## config.mk

```make
export PLATFORM = sky130hd
export DESIGN_NAME = array_dot_accum_flat
export DESIGN_NICKNAME = d
export VERILOG_FILES = /design/src/rtl/array_dot_accum_if.sv /design/src/rtl/array_dot_accum.sv /design/src/flat_wrapper.sv
export SDC_FILE = /design/constraint.sdc
export NUM_CORES = 1
export LEC_CHECK = 0
export BUFFER_PORTS_ARGS = -buffer_cell sky130_fd_sc_hd__buf_2
export CAP_MARGIN = 0
export CORE_MARGIN = 2
export CORE_UTILIZATION = 25
export CTS_BUF_LIST = sky130_fd_sc_hd__clkbuf_2 sky130_fd_sc_hd__clkbuf_4 sky130_fd_sc_hd__clkbuf_8
export DETAILED_ROUTE_END_ITERATION = 8
export GPL_TIMING_DRIVEN = 0
export PLACE_DENSITY = 0.52
export SYNTH_ARGS = -nofsm -noshare
export SYNTH_HDL_FRONTEND = slang
export SYNTH_SLANG_ARGS = --single-unit
```

## constraint.sdc

```tcl
create_clock -name clk -period 14.7 [get_ports clk]
set_input_delay 1.47 -clock clk [delete_from_list [all_inputs] [get_ports clk]]
set_output_delay 1.47 -clock clk [all_outputs]
set_load 0.005 [all_outputs]
```

## src/rtl/array_dot_accum_if.sv

```systemverilog
// array_dot_accum_if
// Beat bus into the dot-product accumulator and the result bus out of it.
//   in_valid  : a beat is present on products
//   in_last   : the beat closes the current group (meaningful only with in_valid)
//   products  : n signed W-bit lane products from the array multiplier
//   out_valid : a group result is present (consumer qualifies it with en)
//   out_sum   : saturated signed group sum, W bits
//   out_ovf   : the group saturated or overflowed its beat count
//   out_count : number of beats in the group, saturating at 2^CW-1
// The master modport is the producer/consumer side; the slave modport is the accumulator.
interface array_dot_accum_if #(
  parameter int n  = 6,
  parameter int W  = 36,
  parameter int CW = 8
);
  logic                  in_valid;
  logic                  in_last;
  logic [n-1:0][W-1:0]   products;
  logic                  out_valid;
  logic [W-1:0]          out_sum;
  logic                  out_ovf;
  logic [CW-1:0]         out_count;

  modport master (
    output in_valid, in_last, products,
    input  out_valid, out_sum, out_ovf, out_count
  );

  modport slave (
    input  in_valid, in_last, products,
    output out_valid, out_sum, out_ovf, out_count
  );
endinterface

```

## src/rtl/array_dot_accum.sv

```systemverilog
// array_dot_accum
// Reduces the n lane products of each accepted beat through a registered
// signed adder tree and accumulates successive beats into one dot product.
// When the beat marked last has drained, it emits a W-bit saturated sum,
// an overflow flag and the group's beat count.
// Ports:
//   clk : rising-edge clock
//   rst : synchronous active-high reset, takes priority over en
//   en  : global advance; every register holds while en=0
//   bus : array_dot_accum_if slave modport (beat in, result out)
// Latency: a last beat accepted at edge E0 produces out_valid at edge E0+D+1,
// with D = ceil(log2 n); stalled cycles add to that one for one.
module array_dot_accum #(
  parameter int n     = 6,
  parameter int W     = 36,
  parameter int GUARD = 8,
  parameter int CW    = 8
) (
  input  logic             clk,
  input  logic             rst,
  input  logic             en,
  array_dot_accum_if.slave bus
);

  localparam int D  = $clog2(n);
  localparam int NP = 1 << D;
  localparam int TW = W + D;
  localparam int AW = W + D + GUARD;

  localparam logic signed [AW-1:0] SMAX = {{(AW-W+1){1'b0}}, {(W-1){1'b1}}};
  localparam logic signed [AW-1:0] SMIN = {{(AW-W+1){1'b1}}, {(W-1){1'b0}}};

  // Level 0 holds the registered, sign-extended lanes padded with zeros up to
  // a power of two. Adding a zero partner is how an odd leftover operand
  // passes through a level unchanged; the zero slots are constant registers.
  logic signed [TW-1:0] pad  [NP];
  logic signed [TW-1:0] tree [D+1][NP];
  logic [D:0]           vld;
  logic [D:0]           lst;

  logic signed [AW-1:0] acc;
  logic signed [AW-1:0] s;
  logic [CW-1:0]        cnt;
  logic                 cnt_max;
  logic                 sat_hi;
  logic                 sat_lo;
  logic [W-1:0]         clamped;

  logic                 out_valid_r;
  logic [W-1:0]         out_sum_r;
  logic                 out_ovf_r;
  logic [CW-1:0]        out_count_r;

  for (genvar i = 0; i < NP; i++) begin : g_pad
    if (i < n) begin : g_lane
      assign pad[i] = TW'($signed(bus.products[i]));
    end else begin : g_zero
      assign pad[i] = '0;
    end
  end

  // Input register plus D adder levels; each level sums adjacent pairs of the
  // previous one, so the complete tree sum emerges in tree[D][0]. The
  // valid/last flags shift alongside so they line up with each level.
  always_ff @(posedge clk) begin
    if (rst) begin
      for (int l = 0; l <= D; l++) begin
        for (int j = 0; j < NP; j++) begin
          tree[l][j] <= '0;
        end
      end
      vld <= '0;
      lst <= '0;
    end else if (en) begin
      for (int j = 0; j < NP; j++) begin
        tree[0][j] <= pad[j];
      end
      for (int l = 1; l <= D; l++) begin
        for (int j = 0; j < NP / 2; j++) begin
          tree[l][j] <= tree[l-1][2*j] + tree[l-1][2*j+1];
        end
      end
      vld <= {vld[D-1:0], bus.in_valid};
      lst <= {lst[D-1:0], bus.in_valid & bus.in_last};
    end
  end

  // Running sum including the beat leaving the tree, and its clamp to W bits.
  always_comb begin
    s       = acc + AW'(tree[D][0]);
    cnt_max = (cnt == {CW{1'b1}});
    sat_hi  = (s > SMAX);
    sat_lo  = (s < SMIN);
    clamped = s[W-1:0];
    if (sat_hi) begin
      clamped = SMAX[W-1:0];
    end else if (sat_lo) begin
      clamped = SMIN[W-1:0];
    end
  end

  // Accumulate non-last beats; on the last beat publish the clamped result and
  // clear acc/cnt so the very next beat opens a fresh group. out_valid is a
  // one-enabled-cycle pulse and simply holds through stalls.
  always_ff @(posedge clk) begin
    if (rst) begin
      acc         <= '0;
      cnt         <= '0;
      out_valid_r <= 1'b0;
      out_sum_r   <= '0;
      out_ovf_r   <= 1'b0;
      out_count_r <= '0;
    end else if (en) begin
      if (vld[D] && lst[D]) begin
        out_sum_r   <= clamped;
        out_ovf_r   <= sat_hi | sat_lo | cnt_max;
        out_count_r <= cnt_max ? cnt : cnt + 1'b1;
        out_valid_r <= 1'b1;
        acc         <= '0;
        cnt         <= '0;
      end else if (vld[D]) begin
        acc         <= s;
        cnt         <= cnt_max ? cnt : cnt + 1'b1;
        out_valid_r <= 1'b0;
      end else begin
        out_valid_r <= 1'b0;
      end
    end
  end

  assign bus.out_valid = out_valid_r;
  assign bus.out_sum   = out_sum_r;
  assign bus.out_ovf   = out_ovf_r;
  assign bus.out_count = out_count_r;

endmodule

```

## src/flat_wrapper.sv

```systemverilog
// flat-port wrapper written by rule: the top's interface ports become plain ports
module array_dot_accum_flat 
#(
  parameter int n     = 6,
  parameter int W     = 36,
  parameter int GUARD = 8,
  parameter int CW    = 8
)
  (clk, rst, en, bus_in_valid, bus_in_last, bus_products, bus_out_valid, bus_out_sum, bus_out_ovf, bus_out_count);
  array_dot_accum_if #(.n(n), .W(W), .CW(CW)) bus_i ();
  input  logic clk;
  input  logic rst;
  input  logic en;
  input wire logic [$bits(bus_i.in_valid)-1:0] bus_in_valid;
  input wire logic [$bits(bus_i.in_last)-1:0] bus_in_last;
  input wire logic [$bits(bus_i.products)-1:0] bus_products;
  output wire logic [$bits(bus_i.out_valid)-1:0] bus_out_valid;
  output wire logic [$bits(bus_i.out_sum)-1:0] bus_out_sum;
  output wire logic [$bits(bus_i.out_ovf)-1:0] bus_out_ovf;
  output wire logic [$bits(bus_i.out_count)-1:0] bus_out_count;
  assign bus_i.in_valid = bus_in_valid;
  assign bus_i.in_last = bus_in_last;
  assign bus_i.products = bus_products;
  assign bus_out_valid = bus_i.out_valid;
  assign bus_out_sum = bus_i.out_sum;
  assign bus_out_ovf = bus_i.out_ovf;
  assign bus_out_count = bus_i.out_count;
  array_dot_accum #(.n(n), .W(W), .GUARD(GUARD), .CW(CW)) u_core (.clk(clk), .rst(rst), .en(en), .bus(bus_i));
endmodule
```

Word level (Yosys, flattened, before mapping). Memory sizes are Yosys's and may differ from the RTL's. Cells that the tools add are included.

Order comparisons: 2. Add/subtract/negate cells: 14. Multiplexer cells: 31. Equal/unequal tests: 1. Reductions and logical operators: 4. Bitwise logic cells: 21.

Operators by type and width (count): 39-bit two-way mux (18); 39-bit adder (9); 39-bit adder, both inputs constant (3); 47-bit two-way mux (2); 36-bit two-way mux (2); 47-bit by 39-bit adder with 47-bit output (1); 47-bit by 36-bit greater-than comparator with 1-bit output, second input constant (1); 47-bit by 36-bit less-than comparator with 1-bit output, second input constant (1); 8-bit two-way mux (3); 1-bit bitwise OR (20); 8-bit by 1-bit adder with 8-bit output, second input constant (1); 8-bit equality test, second input constant (1); 1-bit two-way mux (6); 2-bit AND reduction (2); 2-bit nonzero test (1); 1-bit AND (1); 1-bit logical AND (1).

Logic and storage cells: 82. Input port bits: 221. Memories kept: 1. Output and inout bits: 46. RAM bits: 936. Flip-flop bits (word level): 109.

Memories: u_core.tree (words 4, width 234, read ports 4, clocked after Yosys merged registers in 0, wr ports 4, RTL line array_dot_accum.sv:37) `logic signed [TW-1:0] tree [D+1][NP];`.

Longest topological paths before layout. An unclocked memory read counts as a cell.

Depth in word-level cells: 5. Gate-level depth with buffers: 14.

Worst setup path before layout. Ideal clock, no wire load.

Path type: input-to-reg. Start point: input en. End point: memory u_core.tree[0][0] (netlist bit) (enable). Library setup time: 0.629 ns. Buffers on the path: 1. Stages on the path: 2. Arrival: 7.315 ns. Setup slack: 6.756 ns. Path through: buf_1 -> or2_2.

RTL lines: start, declared (RTL line flat_wrapper.sv:13) `input logic en;`; end, declared (RTL line array_dot_accum.sv:37).

==> impl_metrics.env <==
export IMPL_number_of_hold_slack_violations_in_the_final_timing_report=0
export IMPL_die_y_um=362
export IMPL_drv_cap=0
export IMPL_cts_root_buffer="sky130_fd_sc_hd__clkbuf_8"
export IMPL_critical_path_top_cell_by_count="sky130_fd_sc_hd__a21oi_1"
export IMPL_dp_slack_ns=9.91
export IMPL_cts_tree="done"
export IMPL_globalRouteOverflowTotal=0
export IMPL_tns_ns=0
export IMPL_cellLeakagePower_uw=0.0157
export IMPL_insertion_delay_ns=0.76
export IMPL_viasPerCell=4.59
export IMPL_detailedRoute_firstPassIterationCount=5
export IMPL_place_congestion=0.880
export IMPL_final_seq_area_um2=15700
export IMPL_cts_htree_levels=3
export IMPL_synth_main_ff_cell="sky130_fd_sc_hd__edfxtp_1"
export IMPL_tightest_slew_ns=1.36
export IMPL_cp_start_kind="flip-flop"
export IMPL_count_of_state_elements_after_synthesis=559
export IMPL_routed_wl_mm=91.7
export IMPL_row_count=131
export IMPL_timing_final_setup_violations=0
export IMPL_arrival_ns=5.08
export IMPL_fin_nets=3869
export IMPL_grt_setup_unrepaired="no"
export IMPL_global_route_usage_total_pct=13.7
export IMPL_worst_setup_ep_type="flip-flop"
export IMPL_critical_path_required_ns=15.32
export IMPL_detailed_placement_wirelength_estimate_mm=71.7
export IMPL_slowest_stage="sky130_fd_sc_hd__o21ai_0"
export IMPL_post_synth_cell_area_avg_um2=10.5
export IMPL_worst_path_dominant_cell_family="compound AO/OA/AOI/OAI gates"
export IMPL_cts_post_setup_buffers_inserted=0
export IMPL_postLayoutSetupSlackWorst_ns=10.24
export IMPL_seq_power_share_pct=45.4
export IMPL_power_total_uw=4190
export IMPL_status="completed"
export IMPL_power_frac_comb_pct=17.3
export IMPL_reg2reg_setup_slack_ns=10.24
export IMPL_vias=23656
export IMPL_cts_buffers_inserted=100
export IMPL_drc=0
export IMPL_die_area_um2=131000
export IMPL_irDropWorstVdd_mv=0.0708
export IMPL_clk_transition_reported_paths_ns=0.06
export IMPL_antenna_violating_nets_post_route=0
export IMPL_postSynthCellCount=3035
export IMPL_min_period_ns=4.46
export IMPL_area_growth_syn_to_layout_pct=18.0
export IMPL_syn_area_um2=32000
export IMPL_max_freq_mhz=224
export IMPL_p_int_uw=3010
export IMPL_total_area_of_multi_input_combinational_cells_um2=15500
export IMPL_finalMaxSlewViolations=0
export IMPL_finish_utilization_pct=29.7
export IMPL_power_density_nw_per_um2=111
export IMPL_maximum_number_of_pins_on_one_net_before_global_route_repair=69
export IMPL_synth_edf_count=450
export IMPL_drive_above_1_share_pct=14.8
export IMPL_sw_frac_of_total_pct=28.2
export IMPL_floorplan_core_area_um2=127000
export IMPL_fillerInstances=13356
export IMPL_clock_sinks=559
export IMPL_worst_path_largest_cell_delay_ns=0.48
export IMPL_postcts_resize_cnt=0
export IMPL_worst_case_clock_buffer_depth=3
export IMPL_layoutNonFillerInstCount=5157
export IMPL_number_of_placed_cells_counting_well_taps=4971
export IMPL_die_width_um=362
export IMPL_cts_hold_repair_buffers=0
export IMPL_post_route_clock_skew_ns=0.0518
export IMPL_grt_first_pass_wirelength_mm=138
export IMPL_async_flop_share_pct=0
export IMPL_crit_path_cell_trace="ha_1, fa_1, a21oi_1, o21ai_1, a2111oi_4, nor3_1, o21ai_0, a21oi_1, xnor2_1, nand4b_1, o21ai_4, buf_6, nand2_1, a211oi_1"
export IMPL_wirelength_per_cell_um=17.8
export IMPL_effective_utilization_at_floorplan_pct=25.1
export IMPL_share_clk_of_total_power_pct=37.3
export IMPL_number_of_global_route_vias_before_repair=23566
export IMPL_timing_critical_path_fanout_max=10
export IMPL_yosysWarnings=0
export IMPL_worst_slew_margin_rel_pct=9.10
export IMPL_critPathBufInv=1
export IMPL_synth_yosys_seq_area_share_pct=49.1
export IMPL_port_buffers=266
export IMPL_hold_path_class="flip-flop to flip-flop"
export IMPL_number_of_placed_i_o_pins=267
export IMPL_syn_nets=3493
export IMPL_finalCritPeriodShare_pct=30.3
export IMPL_crit_path_category="flip-flop to flip-flop"
export IMPL_grt_antenna_before_repair=6
export IMPL_switchingPower_uw=1180
export IMPL_drt_iter0_markers=1328
export IMPL_synth_cell_types=92
[placed cells by master, fill, tap and decap left out, types with 14 or more instances in the layout]
cell type | netlist | routed
sky130_fd_sc_hd__or3_1 | 15 | 15
sky130_fd_sc_hd__o21a_1 | 34 | 34
sky130_fd_sc_hd__mux2i_1 | 14 | 14
sky130_fd_sc_hd__nand3_1 | 42 | 42
sky130_fd_sc_hd__nor2b_1 | 29 | 29
sky130_fd_sc_hd__xor2_1 | 80 | 80
sky130_fd_sc_hd__clkbuf_4 | 0 | 34
sky130_fd_sc_hd__dfxtp_1 | 109 | 109
sky130_fd_sc_hd__ha_1 | 231 | 231
sky130_fd_sc_hd__xnor2_1 | 101 | 101
sky130_fd_sc_hd__nor3_1 | 68 | 68
sky130_fd_sc_hd__and3_1 | 17 | 17
sky130_fd_sc_hd__nand2_1 | 162 | 162
sky130_fd_sc_hd__a211oi_1 | 41 | 41
sky130_fd_sc_hd__nand4_1 | 29 | 29
sky130_fd_sc_hd__a31oi_1 | 24 | 24
sky130_fd_sc_hd__clkbuf_8 | 0 | 109
sky130_fd_sc_hd__and2_1 | 277 | 277
sky130_fd_sc_hd__a21oi_1 | 222 | 222
sky130_fd_sc_hd__nor2_1 | 357 | 357
sky130_fd_sc_hd__buf_2 | 5 | 271
sky130_fd_sc_hd__o21ai_0 | 97 | 97
sky130_fd_sc_hd__inv_1 | 69 | 69
sky130_fd_sc_hd__a211oi_2 | 17 | 17
sky130_fd_sc_hd__edfxtp_1 | 450 | 450
sky130_fd_sc_hd__o31ai_1 | 16 | 16
sky130_fd_sc_hd__a22oi_1 | 46 | 46
sky130_fd_sc_hd__o21bai_1 | 32 | 32
sky130_fd_sc_hd__clkbuf_1 | 78 | 78
sky130_fd_sc_hd__clkinv_1 | 0 | 15
sky130_fd_sc_hd__nand2b_1 | 39 | 39
sky130_fd_sc_hd__a21o_1 | 124 | 124
sky130_fd_sc_hd__o211ai_1 | 18 | 18
[state kept, by name, summed over array words and instances, names as in the netlist]
register              flops
u_core.acc               47
u_core.bus.out_count      8
u_core.bus.out_ovf        1
u_core.bus.out_sum       36
u_core.bus.out_valid      1
u_core.cnt                8
u_core.lst                4
u_core.tree             450
u_core.vld                4
[cell type report]
| cell class | count | area share [%] |
|---|---|---|
| multi-input cells | 2301 | 41.2 |
| diodes | 2 | 0.0133 |
| clock buffers | 143 | 4.65 |
| flip-flops and latches | 559 | 41.6 |
| inverters | 69 | 0.686 |
| repair buffers | 274 | 4.09 |
| well taps | 1662 | 5.51 |
| clock inverters | 41 | 0.998 |
| plain buffers | 106 | 1.30 |
[metal layers]
metal	vias up	global-route usage, %	part of all wire [%]
met5	-	0	0.012
met4	2	4.31	2.4
met3	135	2.06	3.5
met2	432	24.7	50
met1	11154	16.8	44
li1	11933	-	-
[Yosys cell counts, drive strengths merged, types with 12 or more instances]
| cell type | n | area (um^2) |
|---|---|---|
| clkbuf | 79 | 298 |
| a22oi | 46 | 345 |
| xnor2 | 101 | 885 |
| nor2 | 357 | 1340 |
| dfxtp | 109 | 2180 |
| xor2 | 80 | 701 |
| o211ai | 18 | 135 |
| nand4 | 29 | 181 |
| inv | 69 | 259 |
| nor3 | 69 | 350 |
| nor2b | 29 | 181 |
| o21a | 34 | 255 |
| and3 | 17 | 106 |
| nand2 | 162 | 608 |
| nor3b | 12 | 90.1 |
| nand2b | 40 | 258 |
| a31oi | 24 | 150 |
| a21oi | 224 | 1130 |
| a21o | 125 | 940 |
| o21ai | 106 | 553 |
| o31ai | 18 | 145 |
| o21bai | 32 | 240 |
| ha | 231 | 2890 |
| edfxtp | 450 | 13500 |
| nand3 | 42 | 210 |
| or3 | 16 | 101 |
| a211oi | 58 | 521 |
| mux2i | 14 | 140 |
| and2 | 278 | 1740 |
| buf | 24 | 168 |
[power by group through the flow]
stage	Sequential (uW)	Combinational, uW	Clock (uW)
after floorplan	1910	522	0
after global placement	1960	719	0
after detailed placement	1940	727	0
after CTS	1900	732	1630
after global routing	1910	812	1700
final	1900	725	1560
[tightest hold or removal path, stage by stage, from the launching register on]
cell and delay, ns:
sky130_fd_sc_hd__dfxtp_1 0.30, sky130_fd_sc_hd__nand2_1 0.05, sky130_fd_sc_hd__a21oi_1 0.05
[cells by family (layout without fill, tap and decap cells)]
group | Yosys count | in the layout | synth area share [%]
muxes | 14 | 14 | 0.438
other | 0 | 2 | 0
adders and majority gates | 237 | 237 | 9.41
and+or+nand+nor | 1097 | 1097 | 17.3
AOI/OAI and AO/OA | 772 | 772 | 16.4
xor gates and xnor gates | 181 | 181 | 4.96
DFF | 559 | 559 | 49.1
buffers and inverters | 175 | 633 | 2.35
[per-stage QoR]
stage	cell area [um^2]	hold WS, ns
floorplan	32000	0.436
global placement	35400	0.442
detailed placement	35600	0.445
CTS	37700	0.453
global route	37700	0.471
finish	37700	0.448
[worst paths after layout]
kind / end / cells after the start / start
max: u_core.bus.out_sum[28] / 14 / u_core.tree[3][195]
min: u_core.bus.out_count[0] / 2 / u_core.bus.out_count[0]
max reg2reg: u_core.bus.out_sum[28] / 14 / u_core.tree[3][195]
min reg2reg: u_core.bus.out_count[0] / 2 / u_core.bus.out_count[0]
Power figures use the tool's default switching activity.
